**src/rtl/if_fetch_unit_if.sv**
```systemverilog
// Fetch-unit bus bundle: hazard/redirect controls, instruction-memory port and IF/ID output.
// The master modport is the fetch unit. The slave modport is its environment (memory, decode, hazard unit).
interface if_fetch_unit_if;
    localparam int unsigned XLEN = 32;

    logic            stall;
    logic            redirect_en;
    logic [XLEN-1:0] redirect_pc;
    logic            imem_req;
    logic [XLEN-1:0] imem_addr;
    logic            imem_ack;
    logic [XLEN-1:0] imem_rdata;
    logic [XLEN-1:0] out_inst;
    logic [XLEN-1:0] out_pc4;
    logic            out_valid;

    modport master (
        input  stall, redirect_en, redirect_pc, imem_ack, imem_rdata,
        output imem_req, imem_addr, out_inst, out_pc4, out_valid
    );

    modport slave (
        output stall, redirect_en, redirect_pc, imem_ack, imem_rdata,
        input  imem_req, imem_addr, out_inst, out_pc4, out_valid
    );
endinterface

```
**src/rtl/if_fetch_unit.sv**
```systemverilog
// Instruction-fetch front end.
// Owns the PC and issues one outstanding imem request at a time.
// Holds the fetched word until decode consumes it.
// Redirects discard any wrong-path fetch that is still in flight.
// Optional feature: define FETCH_CNT_EN to add the fetch_count output, which counts consumed instructions.
module if_fetch_unit #(
    parameter logic [31:0] RESET_PC = 32'h0000_0000
) (
    input  logic                 clk,
    input  logic                 reset,
    if_fetch_unit_if.master      bus
`ifdef FETCH_CNT_EN
    ,
    output logic [31:0]          fetch_count
`endif
);
    localparam int unsigned XLEN = 32;

    typedef enum logic [1:0] {
        S_IDLE = 2'd0,
        S_REQ  = 2'd1,
        S_WAIT = 2'd2,
        S_HOLD = 2'd3
    } state_e;

    state_e          state_q, state_d;
    logic [XLEN-1:0] pc_q, pc_d;
    logic            drop_q, drop_d;
    logic [XLEN-1:0] out_inst_q, out_inst_d;
    logic [XLEN-1:0] out_pc4_q, out_pc4_d;
    logic            out_valid_q, out_valid_d;
    logic [XLEN-1:0] pc_plus4;
    logic            consume;

    assign pc_plus4 = pc_q + XLEN'(4);
    assign consume  = out_valid_q & ~bus.stall;

    // Request strobe is a pure decode of the state; the address always tracks the PC.
    assign bus.imem_req  = (state_q == S_REQ);
    assign bus.imem_addr = pc_q;
    assign bus.out_inst  = out_inst_q;
    assign bus.out_pc4   = out_pc4_q;
    assign bus.out_valid = out_valid_q;

    // State, PC and IF/ID output registers.
    always_ff @(posedge clk or negedge reset) begin
        if (!reset) begin
            state_q     <= S_IDLE;
            pc_q        <= RESET_PC;
            drop_q      <= 1'b0;
            out_inst_q  <= '0;
            out_pc4_q   <= '0;
            out_valid_q <= 1'b0;
        end else begin
            state_q     <= state_d;
            pc_q        <= pc_d;
            drop_q      <= drop_d;
            out_inst_q  <= out_inst_d;
            out_pc4_q   <= out_pc4_d;
            out_valid_q <= out_valid_d;
        end
    end

    // Next-state logic. A redirect takes priority over stall and ack.
    always_comb begin
        state_d     = state_q;
        pc_d        = pc_q;
        drop_d      = drop_q;
        out_inst_d  = out_inst_q;
        out_pc4_d   = out_pc4_q;
        out_valid_d = out_valid_q;

        if (consume) begin
            out_valid_d = 1'b0;
        end

        if (bus.redirect_en) begin
            pc_d        = bus.redirect_pc & ~XLEN'(3);
            out_valid_d = 1'b0;
            unique case (state_q)
                // A request is already in flight; its data must be thrown away.
                S_REQ: begin
                    drop_d  = 1'b1;
                    state_d = S_WAIT;
                end
                S_WAIT: begin
                    if (bus.imem_ack) begin
                        // The in-flight data is arriving now, so discard it here.
                        drop_d  = 1'b0;
                        state_d = S_REQ;
                    end else begin
                        drop_d  = 1'b1;
                        state_d = S_WAIT;
                    end
                end
                default: begin
                    drop_d  = 1'b0;
                    state_d = S_REQ;
                end
            endcase
        end else begin
            unique case (state_q)
                S_IDLE: state_d = S_REQ;
                S_REQ:  state_d = S_WAIT;
                S_WAIT: begin
                    if (bus.imem_ack) begin
                        if (drop_q) begin
                            drop_d  = 1'b0;
                            state_d = S_REQ;
                        end else begin
                            out_inst_d  = bus.imem_rdata;
                            out_pc4_d   = pc_plus4;
                            out_valid_d = 1'b1;
                            pc_d        = pc_plus4;
                            state_d     = S_HOLD;
                        end
                    end
                end
                S_HOLD: begin
                    if (consume) begin
                        state_d = S_REQ;
                    end
                end
                default: state_d = S_IDLE;
            endcase
        end
    end

`ifdef FETCH_CNT_EN
    logic [31:0] fetch_count_q, fetch_count_d;

    // Count instructions accepted by decode. A redirect in the same cycle invalidates the held word.
    always_comb begin
        fetch_count_d = fetch_count_q;
        if (consume && !bus.redirect_en) begin
            fetch_count_d = fetch_count_q + 32'd1;
        end
    end

    // Consumed-instruction counter register.
    always_ff @(posedge clk or negedge reset) begin
        if (!reset) begin
            fetch_count_q <= '0;
        end else begin
            fetch_count_q <= fetch_count_d;
        end
    end

    assign fetch_count = fetch_count_q;
`endif

endmodule

```
**src/flat_wrapper.sv**
```systemverilog
// flat-port wrapper written by rule: the top's interface ports become plain ports
module if_fetch_unit_flat 
#(
    parameter logic [31:0] RESET_PC = 32'h0000_0000
)
  (clk, reset, bus_stall, bus_redirect_en, bus_redirect_pc, bus_imem_ack, bus_imem_rdata, bus_imem_req, bus_imem_addr, bus_out_inst, bus_out_pc4, bus_out_valid);
  if_fetch_unit_if bus_i ();
  input  logic clk;
  input  logic reset;
  input wire logic [$bits(bus_i.stall)-1:0] bus_stall;
  input wire logic [$bits(bus_i.redirect_en)-1:0] bus_redirect_en;
  input wire logic [$bits(bus_i.redirect_pc)-1:0] bus_redirect_pc;
  input wire logic [$bits(bus_i.imem_ack)-1:0] bus_imem_ack;
  input wire logic [$bits(bus_i.imem_rdata)-1:0] bus_imem_rdata;
  output wire logic [$bits(bus_i.imem_req)-1:0] bus_imem_req;
  output wire logic [$bits(bus_i.imem_addr)-1:0] bus_imem_addr;
  output wire logic [$bits(bus_i.out_inst)-1:0] bus_out_inst;
  output wire logic [$bits(bus_i.out_pc4)-1:0] bus_out_pc4;
  output wire logic [$bits(bus_i.out_valid)-1:0] bus_out_valid;
  assign bus_i.stall = bus_stall;
  assign bus_i.redirect_en = bus_redirect_en;
  assign bus_i.redirect_pc = bus_redirect_pc;
  assign bus_i.imem_ack = bus_imem_ack;
  assign bus_i.imem_rdata = bus_imem_rdata;
  assign bus_imem_req = bus_i.imem_req;
  assign bus_imem_addr = bus_i.imem_addr;
  assign bus_out_inst = bus_i.out_inst;
  assign bus_out_pc4 = bus_i.out_pc4;
  assign bus_out_valid = bus_i.out_valid;
  if_fetch_unit #(.RESET_PC(RESET_PC)) u_core (.clk(clk), .reset(reset), .bus(bus_i));
endmodule
```
**config.mk**
```make
export PLATFORM = sky130hd
export DESIGN_NAME = if_fetch_unit_flat
export DESIGN_NICKNAME = d
export VERILOG_FILES = /design/src/rtl/if_fetch_unit_if.sv /design/src/rtl/if_fetch_unit.sv /design/src/flat_wrapper.sv
export SDC_FILE = /design/constraint.sdc
export NUM_CORES = 1
export LEC_CHECK = 0
export BUFFER_PORTS_ARGS = -buffer_cell sky130_fd_sc_hd__buf_2
export CAP_MARGIN = 40
export CORE_MARGIN = 2
export CORE_UTILIZATION = 50
export DETAILED_ROUTE_END_ITERATION = 8
export GPL_TIMING_DRIVEN = 0
export PLACE_DENSITY_LB_ADDON = 0.05
export RECOVER_POWER = 50
export SLEW_MARGIN = 25
export SYNTH_ARGS = -nofsm -noshare
export SYNTH_HDL_FRONTEND = slang
export SYNTH_SLANG_ARGS = --single-unit
```
**constraint.sdc**
```tcl
create_clock -name clk -period 3 [get_ports clk]
set_clock_uncertainty 0.2 [all_clocks]
set_input_delay 0.15 -clock clk [delete_from_list [all_inputs] [get_ports clk]]
set_output_delay 0.15 -clock clk [all_outputs]
set_load 0.02 [all_outputs]
```
After elaboration in Yosys (flattened, before gate mapping)
Index checks and enable logic that the tools add are counted.
{ "totals": {"reg_bits": 100, "input_bits": 69, "elab_cells": 45} }
{ "op_classes": {"add_sub_neg": 1, "n_eq_ne": 6, "n_mux": 21, "bitwise_logic": 4, "reduce_logical": 7} }
{ "ops": {"columns": ["cell", "count"], "rows": [
  ["32-bit two-way mux", 4],
  ["32-bit by 3-bit adder with 32-bit output (second input constant)", 1],
  ["2-bit two-way mux", 5],
  ["1-bit two-way mux", 9],
  ["2-bit one-hot mux with 4 select lines", 1],
  ["2-bit equality test (second input constant)", 2],
  ["2-bit one-hot mux with 2 select lines", 1],
  ["2-bit AND reduction", 2],
  ["4-bit AND reduction", 1],
  ["2-bit nonzero test", 2],
  ["3-bit by 2-bit inequality test with 1-bit output (second input constant)", 1],
  ["3-bit inequality test (second input constant)", 1],
  ["1-bit inverter", 3],
  ["3-bit AND reduction", 1],
  ["2-bit by 1-bit equality test with 1-bit output (second input constant)", 1],
  ["2-bit zero test", 1],
  ["2-bit inequality test (second input constant)", 1],
  ["1-bit one-hot mux with 2 select lines", 1],
  ["1-bit AND", 1]
]} }

Depth between registers and ports, before layout
Gate-level depths: netlist (run 1).
{ "depth": {"word_depth": 7, "ltp_mapped": 7, "ltp_nobuf": 7} }

Least setup slack after synthesis (run 1)
No wires, ideal clock.
{ "synth_timing": {"kind": "register to register", "startpoint": "register u_core.pc_q[2] (netlist: u_core.bus.imem_addr[2])", "endpoint": "register u_core.out_pc4_q[30] (netlist: u_core.bus.out_pc4[30])", "arrival_time_ns": 1.968, "t_required_ns": 2.662, "setup_slack_ns": 0.693, "stages_incl_launch_ff": 8, "n_path_buf": 1, "path_cell_list": "dfrtp_1 -> ha_1 -> nand3_1 -> or3_1 -> buf_2 -> nor4_2 -> xnor2_1 -> a21oi_1"} }
{ "synth_via": {"elab_chain_len": 1} }
{ "synth_rtl": {"columns": ["element", "line", "text"], "rows": [
  ["from (decl)", "if_fetch_unit.sv:27", "logic [XLEN-1:0] pc_q, pc_d;"],
  ["from (signal assigned)", "if_fetch_unit.sv:56", "pc_q <= pc_d;"],
  ["32-bit by 3-bit adder with 32-bit output", "if_fetch_unit.sv:35", "assign pc_plus4 = pc_q + XLEN'(4);"],
  ["to (signal assigned)", "if_fetch_unit.sv:59", "out_pc4_q <= out_pc4_d;"],
  ["to (decl)", "if_fetch_unit.sv:30", "logic [XLEN-1:0] out_pc4_q, out_pc4_d;"]
]} }
No other way between the ends.
A chain may end at the register's enable or synchronous reset.

Worst setup path in the final report (run 1)
{ "layout_timing": {"startpoint": "register u_core.state_q[0]", "endpoint": "register u_core.out_pc4_q[8] (netlist: u_core.bus.out_pc4[8])"} }
{ "layout_via": {"elab_chain_len": 2} }
{ "layout_rtl": {"columns": ["element", "line", "text"], "rows": [
  ["from (decl)", "if_fetch_unit.sv:26", "state_e state_q, state_d;"],
  ["from (signal assigned)", "if_fetch_unit.sv:55", "state_q <= state_d;"],
  ["2-bit equality test", "if_fetch_unit.sv:102", "unique case (state_q)"],
  ["4-bit AND reduction (no line)", null, null]
]} }
No other way between the ends.

==> results of run 1 <==
## flip-flops by register name (all words and copies together) (netlist names)
signal,count
u_core.bus.out_inst,32
u_core.bus.imem_addr,30
u_core.bus.out_pc4,30
u_core.state_q,2
u_core.bus.out_valid,1
u_core.drop_q,1
## worst max-delay path: cells and delay by family (launching register included)
| family | cells | cell delay, ns |
|---|---|---|
| flops | 1 | 0.41 |
| compound gates | 1 | 0.15 |
| buf+inv | 3 | 0.98 |
| simple gates | 2 | 0.65 |
| fa+ha+maj | 1 | 0.25 |
## metal layers
| layer | global-route usage (%) | up-vias |
|---|---|---|
| met5 | 0 | - |
| met4 | 9.36 | 0 |
| met3 | 3.80 | 24 |
| met2 | 42.8 | 127 |
| met1 | 33.3 | 2058 |
| li1 | - | 2052 |
## worst paths after layout
kind | start | end | cells past startpoint
max | u_core.state_q[0] | u_core.bus.out_pc4[8] | 7
min | bus_redirect_en | u_core.state_q[1] | 4
max reg2reg | u_core.state_q[0] | u_core.bus.out_pc4[8] | 7
min reg2reg | u_core.bus.out_inst[25] | u_core.bus.out_inst[25] | 1
max in group asynchronous | reset | u_core.bus.out_pc4[25] | 4
min in group asynchronous | reset | u_core.bus.out_inst[26] | 3
## layout by cell type (no fill, tap or decap), types with 6 or more instances in the layout
cell	netlist	layout
sky130_fd_sc_hd__nor3_1	13	13
sky130_fd_sc_hd__o21ai_0	24	24
sky130_fd_sc_hd__nand3_1	10	10
sky130_fd_sc_hd__nor4_2	6	6
sky130_fd_sc_hd__clkbuf_8	0	9
sky130_fd_sc_hd__xnor2_1	38	38
sky130_fd_sc_hd__nand2_1	47	47
sky130_fd_sc_hd__dlygate4sd3_1	0	67
sky130_fd_sc_hd__buf_2	7	71
sky130_fd_sc_hd__a21oi_1	31	31
sky130_fd_sc_hd__nor2_1	40	39
sky130_fd_sc_hd__o21ai_1	8	8
sky130_fd_sc_hd__xor2_1	19	19
sky130_fd_sc_hd__dfrtp_1	96	96
sky130_fd_sc_hd__clkbuf_1	21	116
sky130_fd_sc_hd__nand4_1	9	9
sky130_fd_sc_hd__inv_1	7	7
sky130_fd_sc_hd__mux2_2	33	33
## power by group through the flow
| stage | Clock, mW | Combinational, mW | Sequential [mW] |
|---|---|---|---|
| floorplan | 0 | 0.657 | 2.61 |
| global placement | 0 | 1.91 | 2.03 |
| detailed placement | 0 | 1.94 | 2.06 |
| CTS | 0.877 | 2.01 | 2.03 |
| global route | 0.924 | 2.04 | 2.11 |
| finish | 0.859 | 1.88 | 2.05 |
## area by class of cell
class / count / area (um2) / area share, %
sequential: 96 / 2400 / 37.1
tap: 129 / 161 / 2.49
timing repair buffer: 228 / 1370 / 21.1
clock inverter: 6 / 66.3 / 1.02
clock buffer: 10 / 128 / 1.97
buffer: 35 / 164 / 2.53
inverter: 7 / 26.3 / 0.405
multi-input combinational: 323 / 2170 / 33.4
## through the flow
stage / utilization (%) / instances / total power [mW]
floorplan: - / 461 / 3.27
global placement: 61.8 / 749 / 3.94
detailed placement: 62.2 / 750 / 4.00
CTS: 71.6 / 833 / 4.92
global route: 70.1 / 834 / 5.08
finish: 70.1 / 834 / 4.79
## what timing repair did
action | CTS | global route
gates resized for setup | 0 | 1
endpoints found under the setup margin | 0 | 20
hold buffers | 67 | 0
endpoints found under the hold margin | 161 | 0
## kinds of logic after synthesis
group | count (synthesis) | synth area share (%)
AND/OR/NAND/NOR | 153 | 17.6
flip-flops | 96 | 50.6
AO/OA/AOI/OAI | 70 | 7.86
XOR/XNOR | 57 | 10.5
buffers and inverters | 42 | 4.01
multiplexers | 35 | 8.25
adder cells (fa/ha/maj) | 4 | 1.05
other | 1 | 0.0790
==> results list, run 1 <==
- Crit path DAT: 2.80 ns
- Uppermost layer routed: met4
- Share of Yosys cell area claimed by the top area cell type: 50.6%
- Placed instance area: 5750 um2
- Data on the critical path is required at its endpoint by 3.03 ns.
- In this run, synthesis produced a sequential element count of 96.
* Distinct cells, synth: 43
* Mean area per synthesized cell: around 10 um2
- Sequential power share: 42.8%
- FFs w/ async S/R, synth: 100%
* Unrepaired setup endpoints after global routing: false
* Number of fill cells: 754
- Detailed placement finished with a half-perimeter wire length of ~8700 um.
- Along the worst path, the maximum fanout reaches 10.
* DRT met1 WL: around 5400 um
- The number of antenna diodes in the final layout is 0.
* Internal: 2.82 mW
* Total number of yosys warnings: 0
- The first global-routing pass estimated 20300 um of wire.
* DRT iter0 DRCs: between 100 and 150
- The largest single stage delay on the critical path is 0.48 ns.
- Aggregate negative setup slack: 0 ns
* Nature of the critical path endpoint: flip-flop
- After routing the design area is 6480 um2.
- Area growth syn-to-layout: 36.6%
- Power density over cell area: 738 nW/um2
* Number of global-route vias before repair: 4183
- Global routing used about a quarter of the available tracks across all layers.
- The post-route netlist has 21.6% of its cells at a drive strength greater than 1.
* DIE AREA: 10300 um2
* Run status: complete, no violations
- The tree built by TritonCTS fans out to 96 sinks.
* Maximum number of pins on one net before global-route repair: 69
- Synth top cells by count: sky130_fd_sc_hd__dfrtp_1, sky130_fd_sc_hd__nand2_1, sky130_fd_sc_hd__nor2_1
- Buffers inserted during clock tree synthesis total 9.
- After clock tree synthesis, the clock-pin slew on the worst setup and hold paths is about 0.090 ns.
- For this design the static power due to leakage is 2.68 nW.
- Number of setup violations in the final report: 0
* Cell area after technology mapping: 4740 um2
- The tree is rooted in a sky130_fd_sc_hd__clkbuf_8.
- Summed over all nets, the switching power comes to 1.97 mW.
- VDD sags by at most ~0.44 mV.
- Worst setup path class: flip-flop to flip-flop
- For the worst-skew pair, the clock arrives at the later sink with an insertion delay of 0.37 ns.
* Final hold violation count: 0
* Number of setup buffers added after CTS: 0
- Dividing the detail-routed wire length by the instance count gives between 15 and 20 um.
- Via Count: 4261
- Min Hold Slack: between 0.15 and 0.2 ns
- Combinational fraction of design power: 39.2%
- 167 I/O pins were placed.
* Critical path's most frequent cell: sky130_fd_sc_hd__clkbuf_1
- Period Utilization, post-route: 92.5%
- The die is 101 um tall.
* Number of max-slew violations in the final report: 0
- Sequential area share after synthesis: 50.6%
- The routed design has approximately 13000 um of wire.
* Buffers from clock root to sink, at most: 2
* Count of unresolved DRC violations after routing: 0
* Via-to-Cell Ratio: 5.11
- Nets@finish: 773
- Number of antenna-violating nets in the routed design: 0
- Walking the worst path, the cells encountered are inv_1, ha_1, nand3b_1, nor2_2, clkbuf_1, clkbuf_1, a21oi_1.
- After synthesis, the cell types taking the most area are sky130_fd_sc_hd__dfrtp_1, sky130_fd_sc_hd__mux2_2, sky130_fd_sc_hd__xnor2_1.
* Worst setup slack after layout: about 0.22 ns
- Class of the most critical hold timing path: primary input to flip-flop
- Master of the slowest instance on the critical path: sky130_fd_sc_hd__clkbuf_1
- Most area-hungry cell type in the Yosys netlist: sky130_fd_sc_hd__dfrtp_1
* Transition at the pin with the smallest max-transition slack: 0.935 ns
- Synthesized instance count: 458
* Starting density of the core: 51.3%
- Setup slack on the worst reg-to-reg path comes out at 0.22 ns.
- Slew Limit Headroom: 37.7%
- Area of the core: 9240 um2
- Per report_power, the clock group accounts for between 10% and 20% of the total.
- The count of buffers added on input and output ports is 159.
* Most frequent cell after synthesis: sky130_fd_sc_hd__dfrtp_1
- Max-cap violations in this run came to 0.
- Proportion of total power due to net switching: 41.2%
* 1st-pass router iterations: 4
- Met3 routed wirelength: 599 um
* Final GP Congestion: 0.835
- STA classifies the critical path startpoint as a flip-flop.
* Number of flops mapped to enable cells by yosys: 0
- The number of antenna violations at the first check in global routing came to 0.
* Shortest clock period the worst path allows after layout: 2.78 ns
- In the detailed route, the total length drawn on met2 is 6270 um.
- Row count: 35
- TritonCTS built the clock tree.
* Synth Flop Type: sky130_fd_sc_hd__dfrtp_1
* Width of the die: 101 um
- The H-tree was split into 3 levels.
- Prior to clock tree synthesis, the placed netlist has a worst setup slack of between 0.03 and 0.04 ns.
- For this run the aggregate overflow at the end of global routing stands at 0.
* Highest clock frequency the design can meet: 360 MHz
Note: power is estimated with default switching activity, not from simulation.
==> inputs of run 2 (changes only) <==
--- a/config.mk
+++ b/config.mk
@@ -13,6 +13,7 @@
 export GPL_TIMING_DRIVEN = 0
 export PLACE_DENSITY_LB_ADDON = 0.05
 export RECOVER_POWER = 50
+export REMOVE_ABC_BUFFERS = 1
 export SLEW_MARGIN = 25
 export SYNTH_ARGS = -nofsm -noshare
 export SYNTH_HDL_FRONTEND = slang
==> results list, run 2 (same netlist as run 1, synthesis figures left out) <==
* Run status: finished with violations
- The checks that failed: capacitance limit, slew limit.
- Worst hold path cell count: 3 (-1)
- Flip-flop count of the largest register, all copies and words added: 32 (unchanged)
- The clock period minus worst slack came to 2.49 ns (-0.285 ns).
* Number of max-slew violations in the final report: 43 (+43)
- Critical Path Start: u_core.state_q[0]
- The number of placed I/O pins was 167 (unchanged).
- The via count of the first global-routing pass came to 4004 (-4.3%).
* Total detailed-routing wirelength: 11900 um (-5.1%)
- Total instance count after detailed placement: 720 (-4.0%)
- In this run the critical register-to-register path is launched from u_core.state_q[0].
* Most common library cell in the layout ignoring fill and taps: sky130_fd_sc_hd__buf_2
- DIE AREA: 10300 um2 (unchanged)
- The total design power was 4.81 mW (+0.52%).
- The power density normalized to cell area came to 741 nW/um2 (+0.32%).
- Final GP Congestion: 0.760 (-9.0%)
- The worst hold path begins at bus_redirect_en.
* Nature of the critical path endpoint: flip-flop
- Total half-perimeter wirelength after legalization and detailed placement: 7760 um (-11%)
- Filler-free cell count of the finished design: 807 (-3.2%)
- Via Count: 4093 (-3.9%)
- The endpoint identified for the worst register-to-register timing path is u_core.bus.imem_addr[28].
* Maximum level of the CTS H-tree: 3 (unchanged)
* Number of antenna-violating nets in the routed design: 0 (unchanged)
- Class of the most critical hold timing path: primary input to flip-flop
- CTS tree: built
- The quantity of I/O buffers inserted on ports came to 160 (+0.63%).
- The number of detailed-routing iterations run before antenna repair came to 4 (unchanged).
* Antenna Diode Count: 0 (unchanged)
* Global-route total usage across every layer: 23.7% (-1.6 points)
* Maximum number of pins on one net before global-route repair: 70 (+1.4%)
- Highest net fanout along the worst path: 9 (-1)
* Number of sinks handled by clock tree synthesis: 96 (unchanged)
- The wire length of the first global-routing pass is 19200 um (-5.6%).
* Average wire per cell in the routed design: 14.8 um (-1.9%)
- STA classifies the critical path startpoint as a flip-flop.
* Buffers from clock root to sink, at most: 2 (unchanged)
- The worst hold path terminates at u_core.bus.imem_addr[30].
- The maximum vdd drop came to 0.492 mV (+12%).
- The highest clock frequency the design can meet is 402 MHz (+11%).
- Worst setup path class: flip-flop to flip-flop
- Critical path data required time: 3.02 ns (about the same)
* Buffer cell driving the clock tree root: sky130_fd_sc_hd__clkbuf_8
- Number of fill cells: 740 (-1.9%)
- The tightest slew margin relative to the limit was -34.2% (-72 points).
* Area growth syn-to-layout: 36.9%
* Setup slack of the most critical reg-to-reg path: 0.51 ns (+0.29 ns)
* Leak: 2.80 nW (+4.5%)
- Count of unresolved DRC violations after routing: 0 (unchanged)
- The row count was 35 (unchanged).
- The logic depth of the worst register-to-register path came to 8 (+1).
- Starting density of the core: 51.3% (unchanged)
- Via-to-Cell Ratio: 5.07 (-0.73%)
- The CTS buffer count came to 9 (unchanged).
- The number of hold-slack violations in the final timing report was 0 (unchanged).
- Clock edge transition at the registers on the reported setup and hold paths: 0.09 ns (about the same)
- Period Utilization, post-route: 83.0% (-9.5 points)
- Setup repair after global routing left no endpoint under its margin.
- Clock latency of the later-clocked register in the worst-skew pair: 0.36 ns (about the same)
- Die Ht: 101 um (unchanged)
- The overflow left after global routing was 0 (unchanged).
- Antenna violations before repair: 0 (unchanged)
- Fraction of layout cells with a size suffix above 1: 28.9% (+7.3 points)
- Number of maximum-capacitance violations: 1 (+1)
- Nets@finish: 746 (-3.5%)
- Min Hold Slack: 0.124 ns (-0.0444 ns)
- Width of the die: 101 um (unchanged)
- Number of setup violations in the final report: 0 (unchanged)
- Transition at the pin with the smallest max-transition slack: 2.01 ns (+1.08 ns)
- The number of DRC violations after detailed-routing iteration 0 came to 160 (+11%).
* Crit path DAT: 2.51 ns (-0.29 ns)
- Leading cell types in the layout, fill and taps excluded: sky130_fd_sc_hd__buf_2, sky130_fd_sc_hd__dfrtp_1, sky130_fd_sc_hd__dlygate4sd3_1
- The placeable core area is 9240 um2 (unchanged).
- The number of resized instances in the post-cts repair step is 0 (unchanged).
[run 2: cell type report]
| type | count | area, um2 | area share (%) |
|---|---|---|---|
| Tap cell | 129 | 161 | 2.49 |
| Sequential cell | 96 | 2400 | 37.0 |
| Inverter | 7 | 26.3 | 0.405 |
| Timing Repair Buffer | 236 | 1540 | 23.7 |
| Clock buffer | 9 | 124 | 1.91 |
| Clock inverter | 7 | 71.3 | 1.10 |
| Multi-Input combinational cell | 323 | 2170 | 33.4 |
[run 2: power by group]
group / internal [mW] / switching [mW]
logic: 0.717 / 1.17
clock network: 0.387 / 0.467
registers: 1.76 / 0.304
total: 2.87 / 1.94
[run 2: metal layers]
layer  part of all wire (%)  routed length (um)  vias up  GRT usage, %
met5                      0                   0        -             0
met4                    1.6                 189        0          9.36
met3                    5.0                 593       18          3.52
met2                     49                5820      125          39.5
met1                     45                5350     1968          31.5
li1                       -                   -     1982             -
[run 2: per-stage QoR]
stage	TNS, ns	area (um2)	utilization [%]	setup slack [ns]
6_report	0	6490	70.3	0.510
5_1_grt	0	6490	70.3	0.215
4_1_cts	0	6510	70.5	0.0928
3_5_place_dp	0	5660	61.3	0.112
3_3_place_gp	-260.97	5550	60.1	-4.41
2_1_floorplan	-143.30	4590	-	-2.45
[run 2: worst max-delay path: stages, from the launching register on]
cell and delay (ns):
sky130_fd_sc_hd__dfrtp_1 0.41, sky130_fd_sc_hd__inv_1 0.08, sky130_fd_sc_hd__ha_1 0.26, sky130_fd_sc_hd__nand3b_1 0.10
sky130_fd_sc_hd__buf_4 0.18, sky130_fd_sc_hd__or4_1 0.60, sky130_fd_sc_hd__nor3_1 0.25, sky130_fd_sc_hd__xnor2_1 0.16
sky130_fd_sc_hd__o21ai_0 0.09
[run 2: worst max path at each step]
stage	to	slack, ns	cells past startpoint
CTS	u_core.bus.out_inst[15]	0.09	7
finish	u_core.bus.imem_addr[28]	0.51	8
detailed placement	u_core.bus.out_inst[15]	0.11	7
global placement	u_core.bus.out_inst[23]	-4.41	5
global route	u_core.bus.out_pc4[18]	0.21	2
floorplan	u_core.bus.out_inst[0]	-2.45	5
[run 2: what timing repair did]
item | CTS | global route
setup buffers | 0 | 5
setup endpoints to repair | 0 | 31
hold endpoints to repair | 161 | 0
hold buffers | 65 | 0
==> inputs of run 3 (changes only) <==
==> constraint.sdc (replaced) <==
create_clock -name clk -period 2.3 [get_ports clk]
set_clock_uncertainty 0.2 [all_clocks]
set_input_delay 0.115 -clock clk [delete_from_list [all_inputs] [get_ports clk]]
set_output_delay 0.115 -clock clk [all_outputs]
set_load 0.02 [all_outputs]
==> results list, run 3 (same netlist as run 1, synthesis figures left out) <==
- The die footprint is 10300 um2 (unchanged).
- Internal: 3.83 mW (+34%)
- The maximum fanout count along the critical path was 6 (-3).
* Number of global-route vias before repair: 4083 (+2.0%)
- Capture instance of the worst register-to-register path: u_core.bus.imem_addr[28]
* Final design area excluding fillers: 6770 um2 (+4.2%)
- Setup repair after global routing could not meet its margin everywhere.
- The aggregate global-route resource usage was 24.3% (+0.52 points).
* Worst setup path class: flip-flop to flip-flop
* Number of sinks handled by clock tree synthesis: 96 (unchanged)
- Number of antenna-violating nets in the routed design: 0 (unchanged)
* Type of origin of the critical path: flip-flop
- The logic depth of the worst register-to-register path was 7 (-1).
- The net switching power figure came to 2.56 mW (+32%).
* Transition at the pin with the smallest max-transition slack: 1.15 ns (-0.865 ns)
- Maximum number of pins on one net before global-route repair: 70 (unchanged)
* Number of setup violations in the final report: 0 (unchanged)
- Largest voltage drop on the vdd net: 0.642 mV (+31%)
* Die Ht: 101 um (unchanged)
- Tracing the worst setup path back leads to its startpoint at u_core.state_q[0].
- Setup slack of the most critical reg-to-reg path: 0.009 ns (-0.50 ns)
- The most critical setup path has its endpoint at u_core.bus.imem_addr[28].
- Crit Reg-Reg Startpoint: u_core.state_q[0]
- The highest clock frequency the design can meet was 437 MHz (+8.7%).
* Fraction of met2 tracks used by global routing: 41.7% (+2.2 points)
* Leading cell types in the layout, fill and taps excluded: sky130_fd_sc_hd__buf_2, sky130_fd_sc_hd__dfrtp_1, sky130_fd_sc_hd__dlygate4sd3_1
- Chain of cells forming the critical path: inv_2, ha_4, nand3b_1, or4_4, nor3_2, xnor2_1, o21ai_0
* Power density over cell area: 944 nW/um2 (+28%)
- Master of the slowest instance on the critical path: sky130_fd_sc_hd__or4_4
* Crit path DAT: 2.31 ns (-0.20 ns)
- The CTS buffer count came to 9 (unchanged).
- Clock edge transition at the registers on the reported setup and hold paths: 0.09 ns (about the same)
- Buffers from clock root to sink, at most: 2 (unchanged)
- DRT iter0 DRCs: 149 (-6.9%)
- The biggest cell delay along the critical path came to 0.64 ns (+0.04 ns).
- Leaving out fill and tap cells, the most frequent cell in the layout is sky130_fd_sc_hd__buf_2.
* Row count: 35 (unchanged)
- Proportion of total power due to net switching: 40.1% (-0.32 points)
* Average wire per cell in the routed design: 15.0 um (+1.3%)
* First-pass GRT wire length: 19500 um (+1.8%)
- The clock period minus worst slack came to 2.29 ns (-0.200 ns).
* GRT Max-Usage Layer: met2
- TritonCTS built the clock tree.
- The clock insertion delay at the later pin of the skew report is 0.36 ns (about the same).
* Area growth syn-to-layout: 42.6%
- Class of the most critical hold timing path: primary input to flip-flop
* Combinational fraction of design power: 40.3% (+1.0 points)
- Count of unresolved DRC violations after routing: 0 (unchanged)
* Critical path data required time: 2.32 ns (-0.70 ns)
* Total half-perimeter wirelength after legalization and detailed placement: 7760 um (unchanged)
- The initial standard-cell utilization of the core came to 51.3% (unchanged).
- Power share of the clock group: 17.5% (-0.3 points)
- Grt met3 use: 3.66% (+0.14 points)
* Ports: 167 (unchanged)
- Run status: complete, no violations
* Antenna Diode Count: 0 (unchanged)
- The static leakage power came to 2.93 nW (+4.6%).
- Placed instance area: 5660 um2 (unchanged)
- Sequential power share: 42.2% (-0.7 points)
- The worst hold slack came to 0.0890 ns (-0.0349 ns).
- The number of antenna violations at the first check in global routing is 0 (unchanged).
* PortBufs: 160 (unchanged)
* Width of the die: 101 um (unchanged)
- The share of the clock period used by the worst path after layout was 99.6% (+17 points).
- The tree is rooted in a sky130_fd_sc_hd__clkbuf_8.
* Area of the core: 9240 um2 (unchanged)
- The overflow left after global routing came to 0 (unchanged).
- End-of-flow core utilization: 73.2% (+3.0 points)
- The tightest slew margin relative to the limit came to 23.5% (+58 points).
- Via Count: 4131 (+0.93%)
* 1st-pass router iterations: 4 (unchanged)
* Global-route track usage on met1: 31.6% (+0.15 points)
* Nature of the critical path endpoint: flip-flop
- The final number of max-transition violations was 0 (-100%).
* Final hold violation count: 0 (unchanged)
- Filler-free cell count of the finished design: 818 (+1.4%)
- The total detailed-routing wirelength was 12300 um (+2.7%).
- The number of flip-flops under the largest register name came to 32 (unchanged).
- The number of violations of the max-capacitance limit is 0 (-1).
* Maximum level of the CTS H-tree: 3 (unchanged)
- The fraction of layout instances using a drive strength above 1 is 34.8% (+5.9 points).
- Via-to-Cell Ratio: 5.05 (-0.43%)
* Total instance count after detailed placement: 720 (unchanged)
- Final GP Congestion: 0.760 (unchanged)
* Nets@finish: 757 (+1.5%)
[run 3: layer usage]
metal / up-vias / share of wire, %
li1: 2005 / -
met2: 118 / 50
met1: 1994 / 44
met4: 0 / 1.5
met3: 14 / 4.8
met5: - / 0
[run 3: layout make-up]
class | count | area, um2
Multi-Input combinational cell | 323 | 2270
Inverter | 7 | 26.3
Fill cell | 707 | 2470
Timing Repair Buffer | 247 | 1700
Clock buffer | 9 | 124
Tap cell | 129 | 161
Clock inverter | 7 | 71.3
Sequential cell | 96 | 2420
[run 3: power by group through the flow]
stage | clock network, mW | registers [mW] | logic (mW)
5_1_grt | 1.22 | 2.78 | 2.78
3_5_place_dp | 0 | 2.71 | 2.48
2_1_floorplan | 0 | 3.43 | 0.812
3_3_place_gp | 0 | 2.68 | 2.43
6_report | 1.12 | 2.70 | 2.57
4_1_cts | 1.15 | 2.68 | 2.63
[run 3: worst min-delay path by stage]
stage	to	from	cells past startpoint	slack, ns
floorplan	u_core.bus.imem_addr[10]	reset	0	-0.38
global placement	u_core.bus.imem_addr[3]	bus_redirect_pc[3]	3	0.12
detailed placement	u_core.bus.out_inst[19]	reset	1	-0.14
CTS	u_core.bus.out_inst[19]	reset	2	0.03
global route	u_core.bus.imem_addr[27]	bus_redirect_en	3	0.11
finish	u_core.bus.imem_addr[30]	bus_redirect_en	3	0.09
[run 3: metrics by stage]
stage	setup TNS, ns	setup slack [ns]	total power, mW
after floorplan	-187.16	-3.15	4.24
after global placement	-316.20	-5.11	5.11
after detailed placement	-30.01	-0.588	5.19
after CTS	-0.000732	-0.000732	6.46
after global routing	-0.414	-0.0691	6.78
final	0	0.00947	6.39
[run 3: repair_timing]
action | 4_1_cts | 5_1_grt
gates resized for setup | 14 | 21
gates cloned | 2 | 0
buffers inserted | 12 | 3
endpoints found under the hold margin | 161 | 0
setup endpoints to repair | 80 | 55
pin swaps | 4 | 2
hold buffers | 65 | 0
[run 3: worst max-delay path: cells and delay by family, from the launching register on]
family / cells / cell delay [ns]
adders and majority gates: 1 / 0.16
DFF: 1 / 0.42
and+or+nand+nor: 3 / 1.03
AOI/OAI and AO/OA: 1 / 0.09
buffers and inverters: 1 / 0.09
xor gates and xnor gates: 1 / 0.15
